## config.mk

```make
export PLATFORM = sky130hd
export DESIGN_NAME = edge_event_array
export DESIGN_NICKNAME = d
export VERILOG_FILES = /design/src/rtl/edge_event_array.sv
export SDC_FILE = /design/constraint.sdc
export NUM_CORES = 1
export LEC_CHECK = 0
export ABC_AREA = 1
export CORE_UTILIZATION = 29
export DETAILED_ROUTE_END_ITERATION = 8
export SKIP_CTS_REPAIR_TIMING = 1
export SLEW_MARGIN = 40
export SYNTH_ARGS = -nofsm -noshare
export SYNTH_HDL_FRONTEND = slang
export SYNTH_SLANG_ARGS = --single-unit
```

## constraint.sdc

```tcl
create_clock -name clk -period 1 [get_ports clk]
set_input_delay 0.2 -clock clk [delete_from_list [all_inputs] [get_ports clk]]
set_output_delay 0.2 -clock clk [all_outputs]
set_load 0.05 [all_outputs]
```

## src/rtl/edge_event_array.sv

```systemverilog
// edge_event_array: per-channel synchroniser, debouncer and qualified edge detector
// with sticky pending flags and a combined any flag.
module edge_event_array #(
    parameter int NCH         = 7,
    parameter int SYNC_STAGES = 2,
    parameter int DB_CYCLES   = 4
) (
    input  logic             clk,
    input  logic             rst,
    input  logic             en,
    input  logic [NCH-1:0]   sig_i,
    input  logic [2*NCH-1:0] mode_i,
    input  logic [NCH-1:0]   clear_i,
    output logic [NCH-1:0]   level_o,
    output logic [NCH-1:0]   pulse_o,
    output logic [NCH-1:0]   pending_o,
    output logic             any_o
);
    localparam int CW = $clog2(DB_CYCLES + 1);
    localparam logic [CW-1:0] CMAX = CW'(DB_CYCLES - 1);
    logic [NCH-1:0] sync_q [SYNC_STAGES];
    logic [CW-1:0]  cnt_q [NCH];
    logic [CW-1:0]  cnt_d [NCH];
    logic [NCH-1:0] sync;
    logic [NCH-1:0] level_q, level_d, pulse_q, pulse_d, pending_q, pending_d;
    assign sync = sync_q[SYNC_STAGES-1];
    always_comb begin
        level_d = level_q;
        pulse_d = '0;
        for (int i = 0; i < NCH; i++) begin
            cnt_d[i] = '0;
            if (en && sync[i] != level_q[i]) begin
                if (cnt_q[i] == CMAX) begin
                    level_d[i] = sync[i];
                    // mode bit 0 qualifies rising edges, bit 1 falling edges
                    pulse_d[i] = sync[i] ? mode_i[2*i] : mode_i[2*i+1];
                end else begin
                    cnt_d[i] = cnt_q[i] + CW'(1);
                end
            end
        end
        pending_d = pulse_d | (pending_q & ~clear_i);
    end
    always_ff @(posedge clk) begin
        if (rst) begin
            for (int s = 0; s < SYNC_STAGES; s++) sync_q[s] <= '0;
            for (int i = 0; i < NCH; i++) cnt_q[i] <= '0;
            level_q   <= '0;
            pulse_q   <= '0;
            pending_q <= '0;
        end else begin
            sync_q[0] <= sig_i;
            for (int s = 1; s < SYNC_STAGES; s++) sync_q[s] <= sync_q[s-1];
            for (int i = 0; i < NCH; i++) cnt_q[i] <= cnt_d[i];
            level_q   <= level_d;
            pulse_q   <= pulse_d;
            pending_q <= pending_d;
        end
    end
    assign level_o   = level_q;
    assign pulse_o   = pulse_q;
    assign pending_o = pending_q;
    assign any_o     = |pending_q;
endmodule
```

==> flow_metrics.tcl, run 1 <==
set metrics [dict create \
    status "complete, but fails checks" \
    violations "negative setup slack" \
    dieWidth_um 89.9 \
    crit_path_end_kind "output pin" \
    synth.avg_cell_area_um2 8.09 \
    grt_pass1_wl_um 7650 \
    synth_xor_area_share_pct 0 \
    fin_crit_ns 1.31 \
    synth-adder-area-share_pct 7.82 \
    crit_slowest_cell "dfxtp_2" \
    crit_path_max_incr_delay_ns 0.35 \
    fin_setup_tns_ns -1.90 \
    ys_seq_area_share_pct 50.1 \
    synth_cell_types 18 \
    clockRootBuffer "clkbuf_8" \
    track_usage_pct 11.9 \
    leakagePower_nw 1.54 \
    rrSetupSlack_ns -0.14 \
    grt_pass1_vias 1736 \
    fmax_mhz 763 \
    h-tree-depth 2 \
    fin_crit_sh_pct 131 \
    drc 0 \
    antenna_found_initial 0 \
    nNetsFinal 400 \
    portBuffers 52 \
    syn-cell-area_um2 2240 \
    antenna_cells 0 \
    synth_flop_cell "dfxtp_1" \
    cellPowerDensity_nw_per_um2 1060 \
    cts_num_sinks 56 \
    io_pins 53 \
    stdcell_area_um2 3860 \
    fp.coreArea_um2 7370 \
    dr.pass1.iters 4 \
    syn_inst 277 \
    core.rowCount 31 \
    synth_top_family_by_area "simple AND/OR/NAND/NOR gates" \
    whs_ns 0.395 \
    cp.required_ns 0.80 \
    synthTopCellsByArea "dfxtp_1 (50%), nor2_1 (8.7%), inv_1 (8.0%), ha_1 (7.8%), nand2_1 (7.2%)" \
    worstHoldPathType "in2reg" \
    fp.dieH_um 89.9 \
    syn_nets 322 \
    clockBufferDepth 2 \
    vias 1963 \
    worst-path-max-fanout 2 \
    setup_viol 27 \
    grt_overflow 0 \
    synth-simple-area-share_pct 28.5 \
    pre_cts_ws_ns -0.383 \
    worstPathArrival_ns 1.11 \
    cts_tree "built" \
    area_delta_synth_final_pct 72.5 \
    final.setup_skew_ns 0.0105 \
    synth.most_common_cell "dfxtp_1" \
    die_area_um2 8080 \
    place_area_um2 3260 \
    synth_top_area_share_pct 50.1 \
    cap_violations 0 \
    synth_edf_count 0 \
    grt_max_degree 19 \
    tightest_slew_ns 0.252 \
    clkTransAtPathRegs_ns 0.10 \
    insertion_delay_ns 0.31 \
    crit_chain "nor3_4 -> nand3_4 -> buf_6" \
    ys_async_sr_fraction_pct 0 \
    drv_slew 0 \
    critPathLaunchType "flip-flop" \
    ir_worst_vdd_uv 487 \
    floorplan.initialDensity_pct 30.4 \
    synth_top_area_cell "dfxtp_1" \
    numCtsBuffers 5 \
    ys_warn_count 0 \
    hold_viol 0 \
    setup_ws_ns -0.311 \
    fillCellCount 657 \
    antenna_left 0 \
    drt_iter0_markers 73 \
    synth_mux_area_share_pct 0 \
    synth_compound_gate_area_share_pct 3.52 \
    gp_congestion 0.790 \
    drive_gt1_share_pct 44.1 \
    slew_headroom_pct 83.2 \
    rsz0062_at_grt "true" \
    wirelength_um 5400 \
    wl_per_cell_um 11.9 \
    synth_common_cells "dfxtp_1 (56), nor2_1 (52), inv_1 (48), nand2_1 (43), ha_1 (14)" \
    setup.worst_path.class "reg2out" \
    vias_per_cell 4.31 \
    dp_hpwl_um 3420 \
    synth_seq_cells 56 \
]
## layout make-up
class                   instances  area (um^2)  share of cell area [%]
clock buffers                   6         72.6                    1.88
multi-input cells             165         1260                    32.6
clock inverters                 2         35.0                   0.907
flip-flops and latches         56         1190                    30.7
repair buffers                 77          983                    25.5
inverters                      50          203                    5.25
well taps                      99          124                    3.21
## report_power, final
| part | internal [mW] | switching [mW] | total, mW |
|---|---|---|---|
| clock network | 0.745 | 0.720 | 1.46 |
| registers | 2.24 | 0.0264 | 2.26 |
| logic | 0.194 | 0.156 | 0.349 |
| total | 3.18 | 0.902 | 4.08 |
## worst max-delay path: cells and delay by family (launching register included)
family,cells,cell delay [ns]
buf+inv,1,0.16
flops,1,0.35
simple gates,2,0.29
## cells by family (layout without fill, tap and decap cells)
logic type | after synthesis | in the layout
AOI/OAI and AO/OA | 14 | 14
and+or+nand+nor | 137 | 137
buffers and inverters | 56 | 135
adders and majority gates | 14 | 14
DFF | 56 | 56
## cell usage in the layout, fill, tap and decap left out
master           instances
nand2_1                 42
inv_1                   41
nor2_1                  40
clkdlybuf4s50_1         29
dfxtp_2                 28
buf_12                  23
dfxtp_1                 20
nor2_2                  17
buf_4                   17
ha_4                    14
dfxtp_4                  8
nand3_4                  7
nand4_1                  7
nand2_2                  7
nor3_2                   7
a21oi_1                  7
nand3b_1                 7
inv_4                    6
buf_6                    6
clkbuf_8                 5
a31oi_1                  4
inv_2                    3
a31oi_4                  3
nor3_4                   1
nand3_2                  1
nor2_4                   1
clkbuf_1                 1
clkinv_2                 1
bufinv_16                1
clkbuf_16                1
dlymetal6s2s_1           1
## sequential cells by signal, summed over array words and instances, names as in the netlist
name       cells
level_o        7
cnt_q         21
pulse_o        7
pending_o      7
sync_q        14
## path summary, 6_finish.rpt
check                                   from            end  cells after the start
worst max-delay path            pending_o[1]          any_o                      3
worst min-delay path                sig_i[0]   sync_q[0][0]                      3
worst max register to register   cnt_q[1][0]     pulse_o[1]                      6
worst min register to register  sync_q[0][3]  sync_q[0][10]                      2
## routing by layer
metal,GRT usage (%),up-vias,routed length [um]
met3,3.89,8,215
met5,0,-,0
met2,19.8,48,2820
li1,-,1015,-
met1,14.4,892,2280
met4,4.03,0,86
## metrics by stage
stage | util, % | power [mW] | instances
final | 52.4 | 4.08 | 455
after global routing | 52.4 | 4.27 | 455
after CTS | 45.7 | 4.09 | 446
after detailed placement | 44.2 | 2.64 | 438
after global placement | 44.2 | 2.63 | 438
after floorplan | - | 2.46 | 277
(Power assumes the default switching activity.)
==> run 2, diff against run 1 <==
--- a/config.mk
+++ b/config.mk
@@ -8,6 +8,8 @@
 export ABC_AREA = 1
 export CORE_UTILIZATION = 29
 export DETAILED_ROUTE_END_ITERATION = 8
+export HOLD_SLACK_MARGIN = 0.12
+export REMOVE_ABC_BUFFERS = 1
 export SKIP_CTS_REPAIR_TIMING = 1
 export SLEW_MARGIN = 40
 export SYNTH_ARGS = -nofsm -noshare
==> flow_metrics.tcl, run 2 (synthesized netlist as in run 1, its figures left out) <==
set metrics [dict create \
    setup_viol 24 \
    final_common_cell "nand2_1" \
    fillCellCount 671 \
    pre_cts_ws_ns -0.342 \
    regToRegEndpoint "level_o[6]" \
    track_usage_pct 11.6 \
    ir_worst_vdd_uv 569 \
    setup.worst_path.class "reg2out" \
    setup.worst_path.start "pending_o[3]" \
    fin_crit_sh_pct 135 \
    h-tree-depth 2 \
    dp_hpwl_um 3380 \
    seq_power_share_pct 59.0 \
    grt_pass1_vias 1694 \
    multi_input_area_um2 1230 \
    combinationalPowerShare_pct 9.0 \
    vias_per_cell 4.26 \
    p_int_mw 3.00 \
    nNetsFinal 398 \
    gp_congestion 0.756 \
    drc 0 \
    crit_path_end_kind "output pin" \
    top_regs "cnt_q: 21 flops, sync_q: 14 flops" \
    antenna_found_initial 0 \
    endpoint "any_o" \
    critPathLaunchType "flip-flop" \
    final.setup_skew_ns 0.00713 \
    instances_no_fill 453 \
    drt_iter0_markers 38 \
    antenna_cells 0 \
    fp.dieH_um 89.9 \
    drv_slew 0 \
    dp_cells 438 \
    fp.coreArea_um2 7370 \
    p_switching_uw 841 \
    regArea_um2 1180 \
    cts_tree "built" \
    reg2reg_depth 6 \
    clockRootBuffer "clkbuf_8" \
    grt_overflow 0 \
    fmax_mhz 743 \
    dieWidth_um 89.9 \
    cellPowerDensity_nw_per_um2 1000 \
    cts_num_sinks 56 \
    regMostFlops "cnt_q" \
    antenna_left 0 \
    fin_setup_tns_ns -1.67 \
    rrSetupSlack_ns -0.05 \
    clockBufferDepth 2 \
    setup_ws_ns -0.346 \
    clkTransAtPathRegs_ns 0.09 \
    core.rowCount 31 \
    leakagePower_nw 1.54 \
    largest_register_ff_count 21 \
    violations "negative setup slack" \
    slew_headroom_pct 80.8 \
    cp.required_ns 0.80 \
    wl_per_cell_um 11.9 \
    fin_crit_ns 1.35 \
    power_frac_clock_pct 32.0 \
    tightest_slew_ns 0.287 \
    grt_pass1_wl_um 7490 \
    status "complete, but fails checks" \
    vias 1929 \
    rsz0062_at_grt "true" \
    worstPathArrival_ns 1.15 \
    drive_gt1_share_pct 43.8 \
    grt_max_degree 22 \
    cap_violations 0 \
    numCtsBuffers 5 \
    final_cell_mix "nand2_1 (42), inv_1 (41), nor2_1 (36), clkdlybuf4s50_1 (29), dfxtp_2 (28)" \
    insertion_delay_ns 0.30 \
    worstHoldPathType "in2reg" \
    portBuffers 52 \
    p_sw_share_pct 21.9 \
    power_mw 3.84 \
    dr.pass1.iters 4 \
    area_delta_synth_final_pct 71.3 \
    wirelength_um 5380 \
    worst-path-max-fanout 2 \
    die_area_um2 8080 \
    io_pins 53 \
    regToRegStartpoint "cnt_q[6][0]" \
    hold_viol 0 \
    floorplan.initialDensity_pct 30.4 \
]
run 2: cell types whose count changed in the layout (fill, tap and decap cells not counted), moves of 2 or more:
cell,before,now
nor2_2,17,22
nor2_1,40,36
a31oi_4,3,1
buf_4,17,8
a31oi_1,4,6
buf_12,23,25
buf_6,6,11
run 2: metal layers:
| metal | vias to the layer above | share of wire (%) | wire length, um | global-route usage, % |
|---|---|---|---|---|
| li1 | 1006 | - | - | - |
| met4 | 0 | 1.7 | 90 | 4.03 |
| met1 | 865 | 43 | 2310 | 15.1 |
| met2 | 50 | 51 | 2730 | 18.1 |
| met3 | 8 | 4.7 | 250 | 3.47 |
| met5 | - | 0 | 0 | 0 |
run 2: final cells by class:
| class | instances | share of cell area, % |
|---|---|---|
| inverter | 50 | 5.28 |
| sequential | 56 | 30.8 |
| multi-input combinational | 165 | 32.0 |
| tap | 99 | 3.23 |
| timing repair buffer | 75 | 26.4 |
| clock buffer | 8 | 2.35 |
run 2: stage by stage:
stage | hold slack, ns | util [%] | instance area, um^2
after floorplan | 0.271 | - | 2200
after global placement | 0.389 | 43.7 | 3220
after detailed placement | 0.393 | 43.7 | 3220
after CTS | 0.395 | 45.0 | 3310
after global routing | 0.414 | 52.1 | 3840
final | 0.404 | 52.1 | 3840
run 2: critical path: stages, from the launching register on:
cell and delay (ns):
dfxtp_2 0.33, nor2_1 0.22, nand3_2 0.13, buf_12 0.16
run 2: worst min path at each step:
stage,to,startpoint,slack [ns],cells after the start
CTS,sync_q[0][2],sig_i[2],0.39,3
floorplan,sync_q[0][0],rst,0.27,1
detailed placement,sync_q[0][9],sync_q[0][2],0.39,2
global placement,sync_q[0][11],sync_q[0][4],0.39,2
finish,sync_q[0][6],sig_i[6],0.40,3
global route,sync_q[0][3],sig_i[3],0.41,3
run 2: power groups by stage:
stage	clock network [mW]	registers, mW	logic (mW)
after floorplan	0	2.33	0.103
after global placement	0	2.33	0.302
after detailed placement	0	2.33	0.303
after CTS	1.28	2.28	0.305
after global routing	1.37	2.27	0.378
final	1.23	2.26	0.345
==> run 3, diff against run 2 <==
--- a/config.mk
+++ b/config.mk
@@ -6,6 +6,7 @@
 export NUM_CORES = 1
 export LEC_CHECK = 0
 export ABC_AREA = 1
+export CORE_MARGIN = 2
 export CORE_UTILIZATION = 29
 export DETAILED_ROUTE_END_ITERATION = 8
 export HOLD_SLACK_MARGIN = 0.12
==> flow_metrics.tcl, run 3 (synthesized netlist as in run 1, its figures left out) <==
set metrics [dict create \
    status "complete, but fails checks" \
    violations "negative setup slack" \
    area_delta_synth_final_pct 74.9 \
    vias_per_cell 4.30 \
    crit_path_max_incr_delay_ns 0.34 \
    io_pins 53 \
    dr.pass1.iters 4 \
    setup.worst_path.class "reg2out" \
    fin_setup_tns_ns -1.95 \
    dp_cells 441 \
    antenna_left 0 \
    hold_viol 0 \
    die_area_um2 8440 \
    tightest_slew_ns 0.244 \
    regMostFlops "cnt_q" \
    cp.required_ns 0.80 \
    power_frac_clock_pct 35.9 \
    insertion_delay_ns 0.31 \
    m1WireLength_um 2420 \
    core.rowCount 32 \
    p_int_mw 3.18 \
    antenna_found_initial 0 \
    regToRegStartpoint "cnt_q[6][0]" \
    pre_cts_ws_ns -0.381 \
    wirelength_um 5460 \
    setup_ws_ns -0.312 \
    regToRegEndpoint "pending_o[6]" \
    fmax_mhz 762 \
    grt_pass1_wl_um 7600 \
    setup_viol 26 \
    seq_power_share_pct 55.4 \
    drv_slew 0 \
    grt_max_degree 22 \
    portBuffers 52 \
    final_cell_mix "inv_1 (40), nand2_1 (40), nor2_1 (38), dfxtp_2 (31), clkdlybuf4s50_1 (29)" \
    crit_chain "nor3_2 -> nand3_1 -> buf_12" \
    ir_worst_vdd_uv 668 \
    crit_slowest_cell "dfxtp_2" \
    top_layer "met4" \
    cts_tree "built" \
    reg2reg_depth 6 \
    p_sw_share_pct 22.5 \
    grt_overflow 0 \
    clockRootBuffer "clkbuf_8" \
    cts_num_sinks 56 \
    slew_headroom_pct 83.7 \
    dr_wl_met3_um 271 \
    fp.dieH_um 91.9 \
    stdcell_area_um2 3920 \
    fillCellCount 683 \
    gp_congestion 0.769 \
    fp.coreArea_um2 7610 \
    track_usage_pct 11.4 \
    dp_hpwl_um 3590 \
    crit_path_end_kind "output pin" \
    vias 1954 \
    combinationalPowerShare_pct 8.7 \
    nNetsFinal 396 \
    cellPowerDensity_nw_per_um2 1050 \
    worst-path-max-fanout 2 \
    grt_pass1_vias 1720 \
    crit_buf_inv 1 \
    fin_crit_ns 1.31 \
    drive_gt1_share_pct 45.7 \
    hold_start "sig_i[4]" \
    p_switching_uw 923 \
    min_delay_worst_endpoint "sync_q[0][4]" \
    h-tree-depth 2 \
    rsz0062_at_grt "true" \
    regArea_um2 1190 \
    wl_per_cell_um 12.0 \
    drt_iter0_markers 58 \
    worstHoldPathType "in2reg" \
    dieWidth_um 91.9 \
    multi_input_area_um2 1300 \
    numCtsBuffers 5 \
    clockBufferDepth 2 \
    fin_crit_sh_pct 131 \
    met2WireLength_um 2750 \
    critPathLaunchType "flip-flop" \
    floorplan.initialDensity_pct 29.4 \
    hold_depth 3 \
    cpLargestDelayFamily "flip-flops" \
    rrSetupSlack_ns -0.07 \
    leakagePower_nw 1.55 \
    worstPathArrival_ns 1.11 \
    instances_no_fill 454 \
    place_area_um2 3230 \
    drc 0 \
    largest_register_ff_count 21 \
    clkTransAtPathRegs_ns 0.10 \
    final.setup_skew_ns 0.00709 \
    top_regs "cnt_q: 21 flops, sync_q: 14 flops" \
    antenna_cells 0 \
    cap_violations 0 \
]
[run 3: how the worst max path moves through the flow]
stage                  from      endpoint  slack, ns  cells past startpoint
3_3_place_gp             en  pending_o[0]      -0.32                      6
4_1_cts        pending_o[1]         any_o      -0.36                      3
2_1_floorplan  pending_o[5]         any_o      -0.34                      2
6_report       pending_o[6]         any_o      -0.31                      3
5_1_grt        pending_o[6]         any_o      -0.36                      3
3_5_place_dp             en  pending_o[6]      -0.38                      6
[run 3: power groups by stage]
stage	Combinational [mW]	Clock, mW	Sequential [mW]
after floorplan	0.103	0	2.33
after global placement	0.302	0	2.33
after detailed placement	0.307	0	2.33
after CTS	0.310	1.53	2.28
after global routing	0.391	1.60	2.28
final	0.356	1.47	2.27
[run 3: stage by stage]
step	util, %	hold slack (ns)	total power, mW
detailed placement	42.4	0.395	2.64
global placement	42.4	0.389	2.63
finish	51.5	0.391	4.10
global route	51.5	0.383	4.27
floorplan	-	0.271	2.43
CTS	43.9	0.384	4.12
[run 3: area by class of cell]
class                   instances  area share [%]
repair buffers                 73            25.4
multi-input cells             165            33.1
well taps                     102            3.26
clock buffers                   5            1.76
flip-flops and latches         56            30.3
clock inverters                 3            1.09
inverters                      50            5.17
[run 3: routing by layer]
layer | vias to the layer above | global-route usage, %
met5 | - | 0
met4 | 0 | 2.99
met3 | 3 | 3.53
met2 | 48 | 18.6
met1 | 894 | 14.5
li1 | 1009 | -
[run 3: worst min-delay path: stages]
cell	delay [ns]
clkdlybuf4s50_1	0.39
inv_1	0.05
nor2_1	0.03
